File: config.mk
export PLATFORM = sky130hd
export DESIGN_NAME = chkgen
export DESIGN_NICKNAME = d
export VERILOG_FILES = /design/src/rtl/chkgen.sv
export SDC_FILE = /design/constraint.sdc
export NUM_CORES = 1
export LEC_CHECK = 0
export CORE_MARGIN = 10
export CORE_UTILIZATION = 45
export CTS_BUF_LIST = sky130_fd_sc_hd__clkbuf_8 sky130_fd_sc_hd__clkbuf_16
export CTS_CLUSTER_SIZE = 20
export DETAILED_ROUTE_END_ITERATION = 7
export DONT_BUFFER_PORTS = 1
export GPL_ROUTABILITY_DRIVEN = 0
export HOLD_SLACK_MARGIN = 0.03
export PLACE_DENSITY = 0.58
export REMOVE_ABC_BUFFERS = 1
export SLEW_MARGIN = 20
export SYNTH_ARGS = -nofsm -noshare
export SYNTH_HDL_FRONTEND = slang
export SYNTH_SLANG_ARGS = --single-unit
File: constraint.sdc
create_clock -name clk -period 4.09 [get_ports clk]
set_input_delay 0.818 -clock clk [delete_from_list [all_inputs] [get_ports clk]]
set_output_delay 0.818 -clock clk [all_outputs]
set_load 0.02 [all_outputs]
File: src/rtl/chkgen.sv
// Frame generator: buffers N payload bytes, then emits them as one burst
// followed by their 16-bit sum (LSByte, MSByte) and a GAP-cycle idle gap.
module chkgen #(
  parameter int unsigned N   = 100,
  parameter int unsigned GAP = 2
) (
  input  logic       clk,
  input  logic       rst,
  input  logic       in_valid,
  output logic       in_ready,
  input  logic [7:0] in_d,
  output logic       valid,
  output logic [7:0] d,
  output logic       busy
);

  localparam int unsigned PW = $clog2(N + 2);
  localparam int unsigned AW = (N > 1) ? $clog2(N) : 1;
  localparam int unsigned GW = $clog2(GAP + 1);

  typedef enum logic [1:0] {
    S_FILL,
    S_SEND,
    S_GAP
  } state_t;

  state_t        state;
  logic [7:0]    mem [N];
  logic [PW-1:0] wp;
  logic [PW-1:0] rp;
  logic [15:0]   sum;
  logic [GW-1:0] gcnt;
  logic          hs;

  assign hs = in_valid && in_ready;

  // Payload buffer; contents are don't-care after reset.
  always_ff @(posedge clk) begin
    if (hs) begin
      mem[wp[AW-1:0]] <= in_d;
    end
  end

  always_ff @(posedge clk or posedge rst) begin
    if (rst) begin
      state    <= S_FILL;
      wp       <= '0;
      rp       <= '0;
      sum      <= '0;
      gcnt     <= '0;
      in_ready <= 1'b0;
      valid    <= 1'b0;
      d        <= '0;
      busy     <= 1'b0;
    end else begin
      case (state)
        S_FILL: begin
          in_ready <= 1'b1;
          if (hs) begin
            sum  <= sum + 16'(in_d);
            busy <= 1'b1;
            if (wp == PW'(N - 1)) begin
              // Last byte taken: drop in_ready before the burst starts.
              state    <= S_SEND;
              rp       <= '0;
              in_ready <= 1'b0;
            end else begin
              wp <= wp + PW'(1);
            end
          end
        end
        S_SEND: begin
          valid <= 1'b1;
          if (rp < PW'(N)) begin
            d <= mem[rp[AW-1:0]];
          end else if (rp == PW'(N)) begin
            d <= sum[7:0];
          end else begin
            d <= sum[15:8];
          end
          if (rp == PW'(N + 1)) begin
            state <= S_GAP;
            gcnt  <= '0;
          end else begin
            rp <= rp + PW'(1);
          end
        end
        S_GAP: begin
          valid <= 1'b0;
          d     <= '0;
          if (gcnt == GW'(GAP)) begin
            state    <= S_FILL;
            in_ready <= 1'b1;
            busy     <= 1'b0;
            sum      <= '0;
            wp       <= '0;
            rp       <= '0;
          end else begin
            gcnt <= gcnt + GW'(1);
          end
        end
        default: begin
          state    <= S_FILL;
          in_ready <= 1'b0;
          valid    <= 1'b0;
          d        <= '0;
        end
      endcase
    end
  end

endmodule

==> impl_metrics.tcl <==
set metrics [dict create \
    outcome "complete, no violations" \
    synth_area_leaders "edfxtp_1, mux4_2, dfrtp_1" \
    grt_overflow 0 \
    critPathMaxFanout 31 \
    cts_resized 0 \
    grt_pass1_vias 17400 \
    io_pins 22 \
    synth_cell_types 55 \
    end_kind "flop" \
    setup_ws_ns 0.4047 \
    grt_max_degree 103 \
    port_buffers 0 \
    finClkSkew_ns 0.02202 \
    clock_path_buffers 3 \
    criticalPathCategory "reg -> reg" \
    power.leakage_nw 12.17 \
    multiInputGateArea_mm2 0.007853 \
    utilization_pct 51.54 \
    worstMarginPinSlew_ns 1.086 \
    numPlacedInstances 2739 \
    cts_hold_buf 0 \
    cts_made_buffers 86 \
    synthArstFlopShare_pct 5.325 \
    synth_seq_area_share_pct 74.97 \
    synth.cells.most_frequent "edfxtp_1, mux4_2, nor2_1" \
    vias 17360 \
    die_y_um 293.0 \
    syn_area_per_cell_um2 19.54 \
    grt_setup_unrepaired "false" \
    slew_headroom_pct 27.57 \
    start_util_pct 45.21 \
    row_count 100 \
    yosys_warnings 0 \
    grtUsageTotal_pct 19.30 \
    regArea_mm2 0.02516 \
    clock-sinks 845 \
    instances_no_fill 2901 \
    syn-instance-count 1717 \
    max_cap_violations 0 \
    critPathLaunchType "flop" \
    firstDrtPassIters 5 \
    fill_cells 5833 \
    worstHoldPathType "in -> async" \
    fmax_mhz 271.3 \
    clk_latency_ns 0.63 \
    core_area_mm2 0.07420 \
    synth_edf_count 800 \
    drive_gt1_share_pct 24.39 \
    layout_min_cycle_time_ns 3.685 \
    arrival_ns 4.14 \
    final_area_mm2 0.03824 \
    dp_hpwl_mm 51.05 \
    cts_setup_buffers 0 \
    period_share_pct 90.10 \
    cts_tree "done" \
    drc 0 \
    drt-wirelength-per-cell_um 28.59 \
    dieArea_mm2 0.08587 \
    setup_viol 0 \
    finalPower_mw 17.18 \
    drtIter0Drc 1935 \
    hold_viol_final 0 \
    drt-vias-per-instance 5.984 \
    antenna_found_initial 0 \
    ir_drop_uv 320.6 \
    yosys.area.top_type "edfxtp_1" \
    routed_wl_mm 82.95 \
    cts-htree-levels 3 \
    place_ws_ns 0.5474 \
    powerDensity_mw_per_mm2 449.2 \
    synth_ff_type "edfxtp_1" \
    syn_to_final_growth_pct 13.99 \
    worstPathRequired_ns 4.54 \
    clk_pin_slew_worst_paths_ns 0.06 \
    fp.dieW_um 293.0 \
    layout.nets 1883 \
    slew_viol_final 0 \
    cts-root-buf "clkbuf_16" \
    synth_top_area_share_pct 71.61 \
    placed_area_mm2 0.03546 \
    ys_ff_latch 845 \
    drtAntennaViolNets 0 \
    grt_pass1_wl_mm 122.0 \
    synth_area_mm2 0.03355 \
    synth_most_common_cell "edfxtp_1" \
]
where the power goes:
group	internal [mW]	switching, mW	leakage (nW)
combinational	0.0121	0.0260	2.98
sequential	9.46	0.00114	7.74
clock	4.45	3.22	1.45
total	13.9	3.25	12.2
cell usage in the layout (no fill, tap or decap), types with 6 or more instances in the layout:
| master | count |
|---|---|
| clkinv_2 | 18 |
| o21ai_0 | 35 |
| nor2b_1 | 12 |
| o22ai_1 | 15 |
| a22oi_1 | 27 |
| a21oi_1 | 29 |
| clkinv_1 | 16 |
| buf_4 | 134 |
| a31oi_1 | 9 |
| nand2b_1 | 11 |
| a22o_1 | 12 |
| nor2_1 | 143 |
| bufinv_16 | 7 |
| mux2_2 | 8 |
| mux2i_1 | 52 |
| o211ai_1 | 6 |
| inv_1 | 31 |
| buf_12 | 9 |
| mux4_1 | 8 |
| a221oi_1 | 14 |
| edfxtp_1 | 800 |
| o221ai_1 | 7 |
| nand4_1 | 8 |
| nand3_1 | 19 |
| xor2_1 | 6 |
| clkbuf_16 | 89 |
| nand2_1 | 73 |
| mux4_2 | 182 |
| dfrtp_1 | 41 |
| ha_1 | 13 |
| nor3_1 | 14 |
path summary, 6_finish.rpt:
| kind | slack (ns) | start | to | cells past startpoint |
|---|---|---|---|---|
| setup reg to reg | 0.40 | rp[0] | d[3] | 7 |
| setup / recovery | 0.40 | rp[0] | d[3] | 7 |
| hold reg to reg | 0.49 | sum[15] | sum[15] | 1 |
| hold / removal | 0.29 | rst | sum[4] | 1 |
| max in group asynchronous | 3.02 | rst | rp[0] | 1 |
| min in group clk | 0.29 | in_d[6] | mem[92][6] | 0 |
layout make-up:
type / instances / area share, %
Sequential cell: 845 / 65.80
Multi-Input combinational cell: 769 / 20.54
Clock buffer: 93 / 5.968
Tap cell: 969 / 3.171
Timing Repair Buffer: 143 / 3.102
Clock inverter: 68 / 1.292
Inverter: 13 / 0.1276
Antenna cell: 1 / 0.006544
per-stage QoR:
| stage | hold slack, ns | setup TNS [ns] |
|---|---|---|
| finish | 0.2883 | 0 |
| global route | 0.2644 | 0 |
| CTS | 0.2661 | 0 |
| detailed placement | 0.4739 | 0 |
| global placement | 0.4584 | 0 |
| floorplan | 0.4448 | -82.65 |
cell families (layout without fill, tap and decap cells):
logic type / after synthesis / count (layout) / share of synthesized area, %
mux: 250 / 250 / 14.67
simple gates: 307 / 307 / 4.039
xor+xnor: 10 / 10 / 0.2611
buf+inv: 103 / 317 / 1.675
other cells: 0 / 1 / 0
flops: 845 / 845 / 74.97
compound gates: 188 / 188 / 3.845
fa+ha+maj: 14 / 14 / 0.5446
per-layer routing:
layer	track usage [%]	share of wire (%)	vias to the layer above
met5	0	0	-
met4	6.425	2.8	0
met3	3.623	7.4	123
met2	29.21	46	695
met1	27.96	44	9207
li1	-	-	7335
registers in the layout, indices dropped and copies added (netlist names):
register  cells
in_ready      1
wp            7
d             8
mem         800
state         2
valid         1
rp            7
sum          16
busy          1
gcnt          2
worst max-delay path, stage by stage (launching register included):
cell and delay, ns:
dfrtp_4 0.83, buf_12 0.34, mux4_2 0.56, a22o_1 0.28, a221oi_1 0.44, o22ai_1 0.27
a31oi_1 0.45, o221ai_1 0.26
Power figures use the tool's default switching activity.
==> edit 1: new RTL, config.mk and constraints unchanged <==
Change the parameter `N` from 100 to 50.
--- a/src/rtl/chkgen.sv
+++ b/src/rtl/chkgen.sv
@@ -3,3 +3,3 @@
 module chkgen #(
-  parameter int unsigned N   = 100,
+  parameter int unsigned N   = 50,
   parameter int unsigned GAP = 2
Formal check against the unedited RTL: same outputs for any inputs over 10 cycles, from zero or initial values and one cycle with rst high; that may be too few to reach the edited logic, so the function may still have changed.
==> edit 1 against the unedited design <==
Via count decreased by 43%; synthesized area decreased by 45%; final area shrank 47%; die area fell by 42%; largest power group unchanged; wire length decreased by 44%; critical path type unchanged; largest cell class unchanged; sequential cell count fell by 402; total power decreased by 46%; synthesized cell count fell by 37%; sequential share of layout area is 1.7 points lower; worst setup slack better by 0.32 ns.
==> edit 1: results <==
export IMPL_via_count=9968
export IMPL_io_buffers=0
export IMPL_postCtsSetupRepairBufs=0
export IMPL_yosys_top_cells_count="400 x edfxtp_1, 83 x nor2_1, 64 x mux2i_1"
export IMPL_grt_max_degree=63
export IMPL_netlist_cell_type_count=78
export IMPL_synth_compound_area_frac=0.0621
export IMPL_synth_xor_area_frac=0.00381
export IMPL_irDropWorstVdd_mv=0.276
export IMPL_dp_slack_ns=0.677
export IMPL_insertedDiodeCount=0
export IMPL_critPathSlowestCell="dfrtp_1"
export IMPL_dpl_hpwl_mm=28.6
export IMPL_async_flop_share=0.0971
export IMPL_largest_register_ffs=400
export IMPL_grt_pass1_vias=9902
export IMPL_critPathArrivalTime_ns=3.86
export IMPL_firstDrtPassIters=6
export IMPL_grt_pass1_wl_mm=69.0
export IMPL_htreeDepth=2
export IMPL_leakagePower_nw=6.46
export IMPL_max_stage_delay_ns=0.90
export IMPL_synth_most_common_cell="edfxtp_1"
export IMPL_synth_edff_count=400
export IMPL_stdcell_count=1660
export IMPL_wirelength_mm=46.1
export IMPL_path_max_fanout=25
export IMPL_syn_inst=1087
export IMPL_seq_area_frac_synth=0.711
export IMPL_outcome="finished, final reports clean"
export IMPL_dpl_cell_count=1574
export IMPL_placed_area_mm2=0.0189
export IMPL_slew_headroom=0.214
export IMPL_drive_above_1_share=0.154
export IMPL_nFillCells=3324
export IMPL_cts_buffers=47
export IMPL_synthTopCellsByArea="edfxtp_1 65%, mux4_2 7.1%, dfrtp_1 5.8%, mux2i_1 3.5%, nor2_1 1.7%"
export IMPL_hold_class="input pin to asynchronous set/reset pin"
export IMPL_drtIter0Drc=1270
export IMPL_synthMuxAreaShare=0.128
export IMPL_ctsResizeCount=0
export IMPL_final_max_slew_violation_count=0
export IMPL_clock_latency_ns=0.56
export IMPL_synth_fa_ha_area_frac=0.00993
export IMPL_grt_util_all_layers=0.185
export IMPL_ys_flop_type="edfxtp_1"
export IMPL_finClkSkew_ns=0.0165
[edit 1: cell types whose count changed in the layout (fill, tap and decap cells not counted), moves of 13 or more]
cell	delta
a21oi_1	-14
a22oi_1	-24
buf_4	-124
clkbuf_16	-41
clkinv_2	-13
edfxtp_1	-400
mux2_2	+19
mux4_2	-124
nand2_1	-20
nor2_1	-60
[edit 1: worst paths after layout]
check | end | cells past startpoint | slack, ns | startpoint
max | d[5] | 6 | 0.72 | rp[3]
min | busy | 1 | 0.36 | rst
max reg2reg | d[5] | 6 | 0.72 | rp[3]
min reg2reg | sum[15] | 1 | 0.49 | sum[15]
max in group asynchronous | rp[1] | 1 | 3.03 | rst
min in group clk | mem[16][0] | 0 | 0.36 | in_d[0]
[edit 1: worst max-delay path: cells and delay by family (launching register included)]
| family | cells | cell delay [ns] |
|---|---|---|
| compound gates | 4 | 1.31 |
| flops | 1 | 0.90 |
| simple gates | 1 | 0.67 |
| buf+inv | 1 | 0.40 |
[edit 1: layer usage]
metal,share of wire,GRT usage
met1,0.43,0.256
met2,0.48,0.292
met3,0.071,0.0373
met4,0.025,0.0533
met5,0,0
[edit 1: cell type report]
| type | instances | area, µm² | share of cell area |
|---|---|---|---|
| Clock buffer | 49 | 1210 | 0.0595 |
| Clock inverter | 37 | 350 | 0.0171 |
| Timing Repair Buffer | 13 | 135 | 0.00661 |
| Inverter | 11 | 41.3 | 0.00202 |
| Sequential cell | 443 | 13100 | 0.641 |
| Tap cell | 532 | 666 | 0.0326 |
| Multi-Input combinational cell | 575 | 4930 | 0.241 |
[edit 1: cells by family after synthesis]
| logic type | count (synthesis) |
|---|---|
| AND/OR/NAND/NOR | 241 |
| multiplexers | 154 |
| flip-flops | 443 |
| buffers and inverters | 69 |
| AO/OA/AOI/OAI | 158 |
| XOR/XNOR | 8 |
| adder cells (fa/ha/maj) | 14 |
[edit 1: power by group]
| part | leakage, nW | switching (mW) | internal [mW] | total [mW] |
|---|---|---|---|---|
| Clock | 0.808 | 1.70 | 2.58 | 4.28 |
| Combinational | 1.48 | 0.0635 | 0.0342 | 0.0977 |
| Sequential | 4.17 | 0.00847 | 4.95 | 4.95 |
| Total | 6.46 | 1.78 | 7.56 | 9.34 |
[edit 1: stage by stage]
step | hold WS [ns] | power (mW)
6_report | 0.355 | 9.34
4_1_cts | 0.332 | 9.42
5_1_grt | 0.337 | 9.62
2_1_floorplan | 0.448 | 5.12
3_3_place_gp | 0.487 | 5.14
3_5_place_dp | 0.479 | 5.15
==> edit 2: new RTL, same settings <==
Made on the original files. Reset style: synchronous (`rst`), changed in one clocked block.
--- a/src/rtl/chkgen.sv
+++ b/src/rtl/chkgen.sv
@@ -43,3 +43,3 @@
 
-  always_ff @(posedge clk or posedge rst) begin
+  always_ff @(posedge clk) begin
     if (rst) begin
Function: differs if rst is asserted again (counterexample within 4 cycles, from zero or initial values and one cycle with rst high); with rst held inactive, the same outputs for 4 cycles.
==> edit 2 against the unedited design <==
Sequential share of layout area down 0.21 points; synthesized area up 1.1%; non-clock buffer count down 42; wire length up 2.7%; die area up 1.0%; hold slack worse by 0.010 ns; cell count up 1.9%; final area about the same; worst setup slack better by 0.22 ns; synthesized cell count up 5.9%; sequential cell count up 7; highest routed layer is now met5.
Power is not compared: it rests on default switching activity, and its combinational part moved more than twofold at a synthesized area within 25%.
==> edit 2: results <==
export IMPL_drtIter0Drc=2036
export IMPL_async_flop_share=0
export IMPL_grt_util_all_layers=0.197
export IMPL_leakagePower_nw=11.7
export IMPL_clkTransAtPathRegs_ns=0.06
export IMPL_ctsResizeCount=0
export IMPL_route_detailed_wl_per_inst_um=28.8
export IMPL_grt_max_degree=103
export IMPL_clock_latency_ns=0.64
export IMPL_cp_top_family="simple AND/OR/NAND/NOR gates"
export IMPL_syn_inst=1819
export IMPL_placed_area_mm2=0.0355
export IMPL_wirelength_mm=85.2
export IMPL_layout_nets=1940
export IMPL_finClkSkew_ns=0.0228
export IMPL_drc=0
export IMPL_postCtsSetupRepairBufs=0
export IMPL_yosys_top_cells_count="800 x edfxtp_1, 174 x mux4_2, 157 x nor2_1"
export IMPL_hold_class="input pin to flop"
export IMPL_firstDrtPassIters=5
export IMPL_outcome="finished, final reports clean"
export IMPL_yosysWarnings=0
export IMPL_slew_headroom=0.191
export IMPL_max_stage_delay_ns=0.98
export IMPL_nFillCells=5970
export IMPL_cts_buffers=87
export IMPL_cts_root_buf="clkbuf_16"
export IMPL_ys_flop_type="edfxtp_1"
export IMPL_seq_area_frac_synth=0.739
export IMPL_largest_register_ffs=800
export IMPL_path_max_fanout=48
export IMPL_io_buffers=0
export IMPL_irDropWorstVdd_mv=0.262
export IMPL_dpl_cell_count=2795
export IMPL_synthTopCellsByArea="edfxtp_1 71%, mux4_2 12%, dfxtp_1 3.1%, mux2i_1 2.5%, nor2_1 1.7%"
export IMPL_critPathSlowestCell="nor4_1"
export IMPL_via_count=17700
export IMPL_antenna_found_initial=3
export IMPL_clock_path_buffers=3
export IMPL_synth_edff_count=800
export IMPL_htreeDepth=3
export IMPL_netlist_cell_type_count=72
export IMPL_dp_slack_ns=0.670
export IMPL_grt_pass1_wl_mm=125
export IMPL_critPathArrivalTime_ns=4.02
export IMPL_drive_above_1_share=0.212
export IMPL_dpl_hpwl_mm=52.3
export IMPL_insertedDiodeCount=0
## edit 2: cell count changes after synthesis, moves of 12 or more
cell	delta
mux2i_1	+31
nor2_1	+13
nand4_1	+12
dfxtp_1	+52
dfrtp_1	-45
## edit 2: cell families after synthesis
family	share of synthesized area
compound gates	0.0355
xor+xnor	0.00310
mux	0.146
fa+ha+maj	0.00539
buf+inv	0.0174
simple gates	0.0532
flops	0.739
## edit 2: final cells by class
cell class | instances | area (µm²) | share of cell area
repair buffers | 101 | 833 | 0.0218
clock inverters | 69 | 499 | 0.0131
inverters | 20 | 75.1 | 0.00196
clock buffers | 91 | 2270 | 0.0593
well taps | 969 | 1210 | 0.0317
multi-input cells | 853 | 8270 | 0.216
flip-flops and latches | 852 | 25100 | 0.656
## edit 2: worst paths after layout
| check | startpoint | endpoint | slack (ns) | depth (start not counted) |
|---|---|---|---|---|
| max reg2reg | flop | d[2] | 0.63 | 6 |
| min | in_d[3] | mem[54][3] | 0.28 | 0 |
| min reg2reg | sum[15] | sum[15] | 0.47 | 2 |
| max | flop | d[2] | 0.63 | 6 |
## edit 2: worst register-to-register path, cell delays in order, from the launching register on
cell and delay (ns):
dfxtp_4 0.86, buf_4 0.44, or3_1 0.28, o22ai_1 0.13, nor4_1 0.98, a221oi_1 0.47
o21ai_1 0.24
## edit 2: per-layer routing
metal / GRT usage / vias up / part of all wire
li1: - / 7583 / -
met1: 0.274 / 9377 / 0.43
met2: 0.311 / 639 / 0.48
met3: 0.0413 / 126 / 0.071
met4: 0.0607 / 6 / 0.026
met5: 0 / - / 0.00047
## edit 2: power by group
part	internal (mW)	total (mW)	switching [mW]
combinational	0.0456	0.121	0.0757
clock	4.43	7.69	3.25
sequential	9.54	9.55	0.0149
